`config.mk`:
```
export PLATFORM = sky130hd
export DESIGN_NAME = mem_access_stage_flat
export DESIGN_NICKNAME = d
export VERILOG_FILES = /design/src/rtl/pipeline_pkg.sv /design/src/rtl/mem_access_stage_if.sv /design/src/rtl/mem_timeout_ctr.sv /design/src/rtl/mem_access_stage.sv /design/src/flat_wrapper.sv
export SDC_FILE = /design/constraint.sdc
export NUM_CORES = 1
export LEC_CHECK = 0
export BUFFER_PORTS_ARGS = -buffer_cell sky130_fd_sc_hd__buf_2
export CAP_MARGIN = 20
export CORE_MARGIN = 3
export CORE_UTILIZATION = 40
export DETAILED_ROUTE_END_ITERATION = 8
export PLACE_DENSITY = 0.72
export SYNTH_ARGS = -nofsm -noshare
export SYNTH_HDL_FRONTEND = slang
export SYNTH_HIERARCHICAL = 1
export SYNTH_SLANG_ARGS = --single-unit
export TNS_END_PERCENT = 5
```
`constraint.sdc`:
```
create_clock -name clk -period 2.2 [get_ports clk]
set_input_delay 0 -clock clk [delete_from_list [all_inputs] [get_ports clk]]
set_output_delay 0 -clock clk [all_outputs]
set_load 0.05 [all_outputs]
```
`src/rtl/pipeline_pkg.sv`:
```
// Shared pipeline types and control-field bit positions used by the MEM stage.
package pipeline_pkg;

  typedef enum logic {
    IDLE   = 1'b0,
    ACCESS = 1'b1
  } mem_state_t;

  localparam int MEMREAD_BIT  = 1;
  localparam int MEMWRITE_BIT = 0;
  localparam int REGWRITE_BIT = 1;
  localparam int MEMTOREG_BIT = 0;

  localparam logic [1:0] WORD_ALIGN_MASK = 2'b11;

  function automatic logic isMisaligned(input logic [31:0] addr);
    return (addr[1:0] & WORD_ALIGN_MASK) != 2'b00;
  endfunction

endpackage

```
`src/rtl/mem_access_stage_if.sv`:
```
// Data-memory port between the MEM stage (master) and the data memory (slave).
interface mem_access_stage_if;
  // req rises for a new access and stays high, with we/addr/wdata stable,
  // until the memory returns a single-cycle ack (rdata valid with ack) or
  // the master abandons the access (timeout or reset).
  logic        req;
  logic        we;
  logic [31:0] addr;
  logic [31:0] wdata;
  logic        ack;
  logic [31:0] rdata;

  modport master (output req, we, addr, wdata, input ack, rdata);
  modport slave  (input req, we, addr, wdata, output ack, rdata);
endinterface

```
`src/rtl/mem_timeout_ctr.sv`:
```
// Clear/enable counter flagging the last cycle an access may wait for ack.
module mem_timeout_ctr #(
  parameter int TIMEOUT = 255,
  parameter int CNT_W   = 8
) (
  input  logic clk,
  input  logic rst,
  input  logic clear,
  input  logic en,
  output logic tc
);

  logic [CNT_W-1:0] count;

  always_ff @(posedge clk) begin
    if (rst || clear) begin
      count <= '0;
    end else if (en) begin
      count <= count + 1'b1;
    end
  end

  assign tc = (count == CNT_W'(TIMEOUT - 1));

endmodule

```
`src/rtl/mem_access_stage.sv`:
```
// MEM stage: issues loads/stores on the data-memory port, stalls upstream
// while waiting for ack, and loads the MEM/WB register.
module mem_access_stage
  import pipeline_pkg::*;
#(
  parameter int TIMEOUT = 255,
  parameter int CNT_W   = 8
) (
  input  logic                clk,
  input  logic                rst,
  input  logic                ex_mem_valid,
  input  logic [31:0]         ex_mem_alu_result,
  input  logic [31:0]         ex_mem_store_data,
  input  logic [4:0]          ex_mem_rd,
  input  logic [1:0]          ex_mem_mem_ctrl,
  input  logic [1:0]          ex_mem_wb_ctrl,
  output logic                stall,
  mem_access_stage_if.master  dmem,
  output logic                wb_valid,
  output logic [31:0]         wb_read_data,
  output logic [31:0]         wb_alu_result,
  output logic [4:0]          wb_rd,
  output logic [1:0]          wb_ctrl,
  output logic                mem_err,
  output mem_state_t          dbgState
);

  mem_state_t state, nextState;
  logic memRead, memWrite, memOp, illegal, misaligned, issue;
  logic ctrClear, ctrEn, ctrTc;
  logic accessDone, accessTimeout, wbErr;
  logic [1:0] wbCtrlNext;

  assign memRead    = ex_mem_mem_ctrl[MEMREAD_BIT];
  assign memWrite   = ex_mem_mem_ctrl[MEMWRITE_BIT];
  assign memOp      = ex_mem_valid & (memRead ^ memWrite);
  assign illegal    = ex_mem_valid & memRead & memWrite;
  assign misaligned = memOp & isMisaligned(ex_mem_alu_result);
  assign issue      = memOp & ~misaligned;
  assign dbgState   = state;

  mem_timeout_ctr #(.TIMEOUT(TIMEOUT), .CNT_W(CNT_W)) u_timeout (
    .clk   (clk),
    .rst   (rst),
    .clear (ctrClear),
    .en    (ctrEn),
    .tc    (ctrTc)
  );

  always_ff @(posedge clk) begin
    if (rst) begin
      state <= IDLE;
    end else begin
      state <= nextState;
    end
  end

  always_comb begin
    nextState     = state;
    stall         = 1'b0;
    ctrClear      = 1'b0;
    ctrEn         = 1'b0;
    accessDone    = 1'b0;
    accessTimeout = 1'b0;
    case (state)
      IDLE: begin
        if (issue) begin
          nextState = ACCESS;
          stall     = 1'b1;
          ctrClear  = 1'b1;
        end
      end
      ACCESS: begin
        // A late ack on the terminal cycle still completes the access.
        if (dmem.ack) begin
          nextState  = IDLE;
          accessDone = 1'b1;
        end else if (ctrTc) begin
          nextState     = IDLE;
          accessTimeout = 1'b1;
        end else begin
          stall = 1'b1;
          ctrEn = 1'b1;
        end
      end
      default: nextState = IDLE;
    endcase
    if (rst) stall = 1'b0;
  end

  assign wbErr = ((state == IDLE) & (illegal | misaligned)) | accessTimeout;

  always_comb begin
    wbCtrlNext = ex_mem_wb_ctrl;
    if (wbErr) wbCtrlNext[REGWRITE_BIT] = 1'b0;
  end

  always_ff @(posedge clk) begin
    if (rst) begin
      dmem.req      <= 1'b0;
      dmem.we       <= 1'b0;
      dmem.addr     <= '0;
      dmem.wdata    <= '0;
      wb_valid      <= 1'b0;
      wb_read_data  <= '0;
      wb_alu_result <= '0;
      wb_rd         <= '0;
      wb_ctrl       <= '0;
      mem_err       <= 1'b0;
    end else begin
      if (state == IDLE && issue) begin
        dmem.req   <= 1'b1;
        dmem.we    <= memWrite;
        dmem.addr  <= ex_mem_alu_result;
        dmem.wdata <= ex_mem_store_data;
      end else if (accessDone || accessTimeout) begin
        dmem.req <= 1'b0;
      end

      // A stalled cycle inserts a bubble; the data fields keep their last value.
      if (stall) begin
        wb_valid <= 1'b0;
        mem_err  <= 1'b0;
      end else begin
        wb_valid      <= ex_mem_valid;
        wb_alu_result <= ex_mem_alu_result;
        wb_rd         <= ex_mem_rd;
        wb_ctrl       <= wbCtrlNext;
        mem_err       <= wbErr;
        wb_read_data  <= (accessDone && !dmem.we) ? dmem.rdata : 32'h0;
      end
    end
  end

endmodule

```
`src/flat_wrapper.sv`:
```
// flat-port wrapper written by rule: the top's interface ports become plain ports
module mem_access_stage_flat import pipeline_pkg::*;
#(
  parameter int TIMEOUT = 255,
  parameter int CNT_W   = 8
)
  (clk, rst, ex_mem_valid, ex_mem_alu_result, ex_mem_store_data, ex_mem_rd, ex_mem_mem_ctrl, ex_mem_wb_ctrl, stall, wb_valid, wb_read_data, wb_alu_result, wb_rd, wb_ctrl, mem_err, dbgState, dmem_req, dmem_we, dmem_addr, dmem_wdata, dmem_ack, dmem_rdata);
  mem_access_stage_if dmem_i ();
  input  logic clk;
  input  logic rst;
  input  logic ex_mem_valid;
  input  logic [31:0] ex_mem_alu_result;
  input  logic [31:0] ex_mem_store_data;
  input  logic [4:0] ex_mem_rd;
  input  logic [1:0] ex_mem_mem_ctrl;
  input  logic [1:0] ex_mem_wb_ctrl;
  output logic stall;
  output logic wb_valid;
  output logic [31:0] wb_read_data;
  output logic [31:0] wb_alu_result;
  output logic [4:0] wb_rd;
  output logic [1:0] wb_ctrl;
  output logic mem_err;
  output mem_state_t dbgState;
  output wire logic [$bits(dmem_i.req)-1:0] dmem_req;
  output wire logic [$bits(dmem_i.we)-1:0] dmem_we;
  output wire logic [$bits(dmem_i.addr)-1:0] dmem_addr;
  output wire logic [$bits(dmem_i.wdata)-1:0] dmem_wdata;
  input wire logic [$bits(dmem_i.ack)-1:0] dmem_ack;
  input wire logic [$bits(dmem_i.rdata)-1:0] dmem_rdata;
  assign dmem_req = dmem_i.req;
  assign dmem_we = dmem_i.we;
  assign dmem_addr = dmem_i.addr;
  assign dmem_wdata = dmem_i.wdata;
  assign dmem_i.ack = dmem_ack;
  assign dmem_i.rdata = dmem_rdata;
  mem_access_stage #(.TIMEOUT(TIMEOUT), .CNT_W(CNT_W)) u_core (.clk(clk), .rst(rst), .ex_mem_valid(ex_mem_valid), .ex_mem_alu_result(ex_mem_alu_result), .ex_mem_store_data(ex_mem_store_data), .ex_mem_rd(ex_mem_rd), .ex_mem_mem_ctrl(ex_mem_mem_ctrl), .ex_mem_wb_ctrl(ex_mem_wb_ctrl), .stall(stall), .dmem(dmem_i), .wb_valid(wb_valid), .wb_read_data(wb_read_data), .wb_alu_result(wb_alu_result), .wb_rd(wb_rd), .wb_ctrl(wb_ctrl), .mem_err(mem_err), .dbgState(dbgState));
endmodule
```
==> impl_metrics.yaml, run 1 <==
run_status:
  status: "completed"
power_and_ir_drop:
  p_per_area_mw_per_mm2: 754
  ir_worst_vdd_v: 0.000490
  internal_power_w: 0.00471
  p_comb_share_pct: 15.3
  leakagePower_nw: 4.16
  finalPower_w: 0.00648
  switching_share_pct: 27.4
  p_seq_share_pct: 43.3
  power.share.clock_pct: 41.4
  p_sw_w: 0.00177
cts:
  cts_sinks: 148
  cts_tree: "done"
  clockBufferDepth: 2
  cts_buffers: 17
  h-tree-depth: 4
  cts_root_buf: "clkbuf_16"
  path_clk_slew_ns: 0.06
  clk_latency_ns: 0.41
logic_synthesis:
  synth-xor-area-share_pct: 0.938
  synth.cell_area_mm2: 0.00560
  synth_enable_flop_cells: 0
  ys_warn_count: 6
  synth_ff_type: "dfxtp_1"
  synth_simple_gate_area_share_pct: 14.2
  ys_seq_elements: 148
  synth_compound_area_share_pct: 19.9
  synth_fp_nets: 713
  synthMuxAreaShare_pct: 6.43
  synth_top_family_by_area: "compound AO/OA/AOI/OAI gates"
  synth_cell_types: 36
  yosysSeqAreaShare_pct: 52.9
  syn_area_per_cell_um2: 9.31
  synth.area.top_cells: "dfxtp_1 (53%), mux2i_1 (6.4%), a21oi_1 (6.2%), o21ai_0 (6.0%), nand3_1 (5.9%)"
  synth.top_cell.area_share_pct: 52.9
  synth_top_cell_by_area: "dfxtp_1"
  synth_cells: 602
  synth-async-reset-ratio_pct: 0
  synthAdderAreaFrac_pct: 0.447
final_layout:
  fillers: 1173
  antenna_cells: 0
  finish.utilization_pct: 63.9
  final_cells: 1120
  final_cell_mix: "buf_2 (248), dfxtp_1 (148), dlygate4sd3_1 (105)"
  area_growth_pct: 53.5
  final_nets: 1044
  drive_gt1_share_pct: 35.7
  layout_commonest_cell: "buf_2"
min_path:
  hold_path_depth: 3
  min_path_type: "in -> reg"
  hold_path_startpoint: "ex_mem_alu_result[0]"
  hold_end: "u_core/wb_alu_result[0]"
place:
  portBuffers: 249
  placed_cells: 984
  dp.final_hpwl_mm: 10.6
  gp_congestion: 0.816
critical_path:
  end_kind: "register"
  crit_fanout: 34
  worstSetupStartpointType: "register"
  critical-path-max-stage-delay_ns: 0.73
  worstSetupPathType: "reg -> reg"
  path_cells: "or4b_4 > o22ai_4 > a32o_2"
  crit_required_ns: 2.55
  slowest_stage: "o22ai_4"
  rr_worst_depth: 3
  worst-path-buf-inv: 0
  r2r_slack_ns: 0.19
  r2r_start: "u_core/dbgState"
  path_delay_family: "compound AO/OA/AOI/OAI gates"
  r2r_end: "u_core/wb_read_data[11]"
  critPathArrivalTime_ns: 2.36
route:
  drc: 0
  dr.pass1.iters: 5
  vias: 5850
  wl_per_cell_um: 16.1
  routed_via_density: 5.22
  finalWirelength_mm: 18.1
  drt_iter0_drc: 380
  ant_nets: 0
timing:
  grt_setup_unrepaired: "false"
  period_needed_ns: 2.01
  hold_viol: 0
  fin_crit_sh_pct: 91.4
  finalMaxSlewViolations: 0
  setup_viol: 0
  worst_clock_skew_ns: 0.00639
  setup_tns_ns: 0
  max_freq_mhz: 497
  tightestPinTransition_ns: 0.935
  slew_headroom_pct: 37.6
floorplanning:
  die_area_mm2: 0.0155
  initial_core_util_pct: 41.6
  die_w_um: 124
  pin_count: 250
  core_mm2: 0.0135
  rows: 42
  fp.dieH_um: 124
flow_run:
  cap_viol_max_count: 0
global_route:
  grtUsageTotal_pct: 22.6
  grt_pass1_wl_mm: 28.8
  antenna_found_initial: 0
  grt_overflow: 0
  grt_pass1_vias: 5815
  grt_max_degree: 66
## power by group through the flow
stage | Sequential [W] | Clock, W | Combinational (W)
4_1_cts | 0.00280 | 0.00273 | 0.000983
5_1_grt | 0.00281 | 0.00286 | 0.00106
2_1_floorplan | 0.00315 | 0 | 0.000272
6_report | 0.00280 | 0.00268 | 0.000994
3_5_place_dp | 0.00286 | 0 | 0.000836
3_3_place_gp | 0.00286 | 0 | 0.000833
## layout make-up
class / count / area [µm²] / area share [%]
Clock inverter: 9 / 81.3 / 0.945
Timing Repair Buffer: 372 / 2450 / 28.5
Tap cell: 176 / 220 / 2.56
Inverter: 4 / 16.3 / 0.189
Sequential cell: 148 / 2960 / 34.4
Clock buffer: 21 / 460 / 5.35
Multi-Input combinational cell: 390 / 2410 / 28.1
## registers in the layout (all words and copies together), names as in the netlist
register,count
u_core/mem_err,1
u_core/wb_ctrl,2
u_core/wb_rd,5
u_core/dbgState,1
u_core/dmem.we,1
u_core/u_timeout/count,8
u_core/dmem.wdata,32
u_core/wb_valid,1
u_core/wb_read_data,32
u_core/dmem.req,1
u_core/dmem.addr,32
u_core/wb_alu_result,32
## worst max-delay path by stage
stage                              start                       to  depth (start not counted)
2_1_floorplan  u_core/u_timeout/count[0]          u_core/dbgState                          9
3_3_place_gp             u_core/dbgState   u_core/wb_read_data[3]                          3
3_5_place_dp             u_core/dbgState  u_core/wb_read_data[20]                          3
4_1_cts        u_core/u_timeout/count[0]                    stall                          9
5_1_grt        u_core/u_timeout/count[1]                    stall                          8
6_report                 u_core/dbgState  u_core/wb_read_data[11]                          3
## kinds of logic after synthesis
family | count (synthesis)
AO/OA/AOI/OAI | 176
XOR/XNOR | 6
adder cells (fa/ha/maj) | 2
buffers and inverters | 64
flip-flops | 148
multiplexers | 36
AND/OR/NAND/NOR | 170
## routing by layer
layer	track usage [%]	wire, µm
met5	0	0
met1	25.4	7140
met4	12.4	806
met3	6.30	1130
met2	38.4	8990
## tightest hold or removal path: cells and delay by family
kind	cells	cell delay [ns]
buffers and inverters	1	0.12
and+or+nand+nor	1	0.19
AOI/OAI and AO/OA	1	0.12
## cells in the mapped netlist, types with 6 or more instances
cell / n
a21oi_1: 69
clkbuf_1: 46
nand2_1: 78
mux2i_1: 36
a32o_2: 28
nand3_1: 66
buf_6: 6
nor2_1: 7
dfxtp_1: 148
o21ai_0: 67
## stage by stage
| stage | setup WS, ns | hold slack (ns) | instance area, µm² |
|---|---|---|---|
| finish | 0.189 | 0.0642 | 8600 |
| global route | 0.0332 | 0.0867 | 8600 |
| CTS | 0.0962 | 0.0364 | 8590 |
| detailed placement | 0.228 | 0.214 | 6990 |
| global placement | 0.262 | 0.211 | 6990 |
| floorplan | 0.0160 | 0.126 | 5610 |
## what timing repair did
action / 4_1_cts / 5_1_grt
setup endpoints to repair: 1 / 1
resized for setup: 0 / 2
endpoints found under the hold margin: 134 / 0
buffers inserted: 1 / 0
hold buffers: 105 / 0
Power figures use the tool's default switching activity.
==> inputs of run 2 (changes only) <==
--- a/config.mk
+++ b/config.mk
@@ -11,6 +11,7 @@
 export CORE_UTILIZATION = 40
 export DETAILED_ROUTE_END_ITERATION = 8
 export PLACE_DENSITY = 0.72
+export SETUP_SLACK_MARGIN = 0.4
 export SYNTH_ARGS = -nofsm -noshare
 export SYNTH_HDL_FRONTEND = slang
 export SYNTH_HIERARCHICAL = 1
==> constraint.sdc (replaced) <==
create_clock -name clk -period 2.2 [get_ports clk]
set_input_delay 0 -clock clk [delete_from_list [all_inputs] [get_ports clk]]
set_output_delay 0 -clock clk [all_outputs]
set_load 0.1 [all_outputs]
==> impl_metrics.yaml, run 2 (synthesis gave the netlist of run 1 again) <==
critical_path:
  critPathArrivalTime_ns: 1.89
  worstSetupStartpointType: "register"
  worstSetupPathType: "reg -> out"
  crit_required_ns: 2.20
  critical-path-max-stage-delay_ns: 0.39
  end_kind: "primary output"
  slowest_stage: "dfxtp_1"
  path_cells: "nand3_4 > nor3_4 > nor3b_4 > buf_6 > a21oi_4 > buf_12 > nor2_4 > buf_12"
  crit_fanout: 7
  cp_common_cell: "buf_12"
cts:
  clockBufferDepth: 2
  cts_buffers: 17
  cts_tree: "done"
  clk_latency_ns: 0.42
  cts_root_buf: "clkbuf_16"
  cts_sinks: 148
  h-tree-depth: 4
  path_clk_slew_ns: 0.06
floorplanning:
  initial_core_util_pct: 41.6
  fp.dieH_um: 124
  die_area_mm2: 0.0155
  rows: 42
  die_w_um: 124
  pin_count: 250
  core_mm2: 0.0135
route:
  routed_via_density: 5.26
  drt_iter0_drc: 500
  finalWirelength_mm: 19.3
  vias: 5924
  drc: 0
  wl_per_cell_um: 17.1
  ant_nets: 0
  dr.pass1.iters: 5
run_status:
  status: "completed"
timing:
  finalMaxSlewViolations: 0
  max_freq_mhz: 529
  grt_setup_unrepaired: "true"
  setup_viol: 0
  tightestPinTransition_ns: 0.617
  setup_tns_ns: 0
  hold_viol: 0
  period_needed_ns: 1.89
  slew_headroom_pct: 58.9
  worst_clock_skew_ns: 0.0103
  fin_crit_sh_pct: 86.0
  worst_hold_slack_ns: 0.0928
final_layout:
  antenna_cells: 0
  multi_input_area_mm2: 0.00250
  regArea_mm2: 0.00297
  drive_gt1_share_pct: 37.5
  final_nets: 1050
  fillers: 1041
  final_cell_mix: "buf_2 (248), dfxtp_1 (143), dlygate4sd3_1 (104)"
  final_cells: 1126
  area_growth_pct: 58.4
  layout_commonest_cell: "buf_2"
flow_run:
  cap_viol_max_count: 0
place:
  placed_cells: 981
  dp.final_hpwl_mm: 11.1
  gp_congestion: 0.778
  portBuffers: 249
power_and_ir_drop:
  ir_worst_vdd_v: 0.000664
  leakagePower_nw: 4.29
  p_per_area_mw_per_mm2: 798
global_route:
  grtUsageTotal_pct: 24.2
  grt_max_degree: 64
  grt_pass1_wl_mm: 30.5
  grt_pass1_vias: 5871
  grt_overflow: 0
  antenna_found_initial: 0
min_path:
  min_path_type: "in -> reg"
## run 2: worst max-delay path: cells and delay by family, from the launching register on
family                 cells  cell delay [ns]
flip-flops                 1             0.39
AO/OA/AOI/OAI              1             0.15
buffers and inverters      3             0.43
AND/OR/NAND/NOR            4             0.49
## run 2: path summary, 6_finish.rpt
check	start	to	slack (ns)	cells after the start
max reg2reg	u_core/u_timeout/count[0]	u_core/u_timeout/count[7]	0.36	10
max	u_core/u_timeout/count[4]	stall	0.31	8
min	ex_mem_alu_result[0]	u_core/wb_alu_result[0]	0.09	3
min reg2reg	u_core/wb_alu_result[6]	u_core/wb_alu_result[6]	0.45	2
## run 2: metal layers
layer / vias up / track usage [%] / wire length [µm]
met5: - / 0 / 0
met4: 0 / 10.8 / 640
met3: 45 / 6.99 / 1440
met2: 286 / 41.0 / 9430
met1: 2760 / 28.2 / 7780
li1: 2833 / - / -
## run 2: per-stage QoR
stage / setup slack [ns] / cell area (µm²) / power [W] / util (%)
finish: 0.309 / 8870 / 0.00708 / 66.0
global route: 0.224 / 8870 / 0.00732 / 66.0
detailed placement: 0.222 / 7040 / 0.00402 / 52.3
global placement: 0.245 / 7040 / 0.00401 / 52.3
CTS: 0.268 / 8840 / 0.00712 / 65.7
floorplan: 0.171 / 5650 / 0.00373 / -
## run 2: final cells by class
class / instances / share of cell area, %
Sequential cell: 148 / 33.5
Timing Repair Buffer: 377 / 28.9
Multi-Input combinational cell: 391 / 28.1
Clock buffer: 21 / 5.30
Tap cell: 176 / 2.48
Clock inverter: 9 / 1.44
Inverter: 4 / 0.183
## run 2: power by group
group	switching, W	total, W	internal, W
sequential	0.0000421	0.00281	0.00276
clock	0.00107	0.00293	0.00186
combinational	0.000978	0.00135	0.000367
## run 2: timing repair
action,CTS,global route
gates resized for setup,8,5
setup buffers,6,2
hold endpoints to repair,134,0
cloned,3,0
setup endpoints to repair,74,89
pin swaps,5,2
hold buffers,104,0
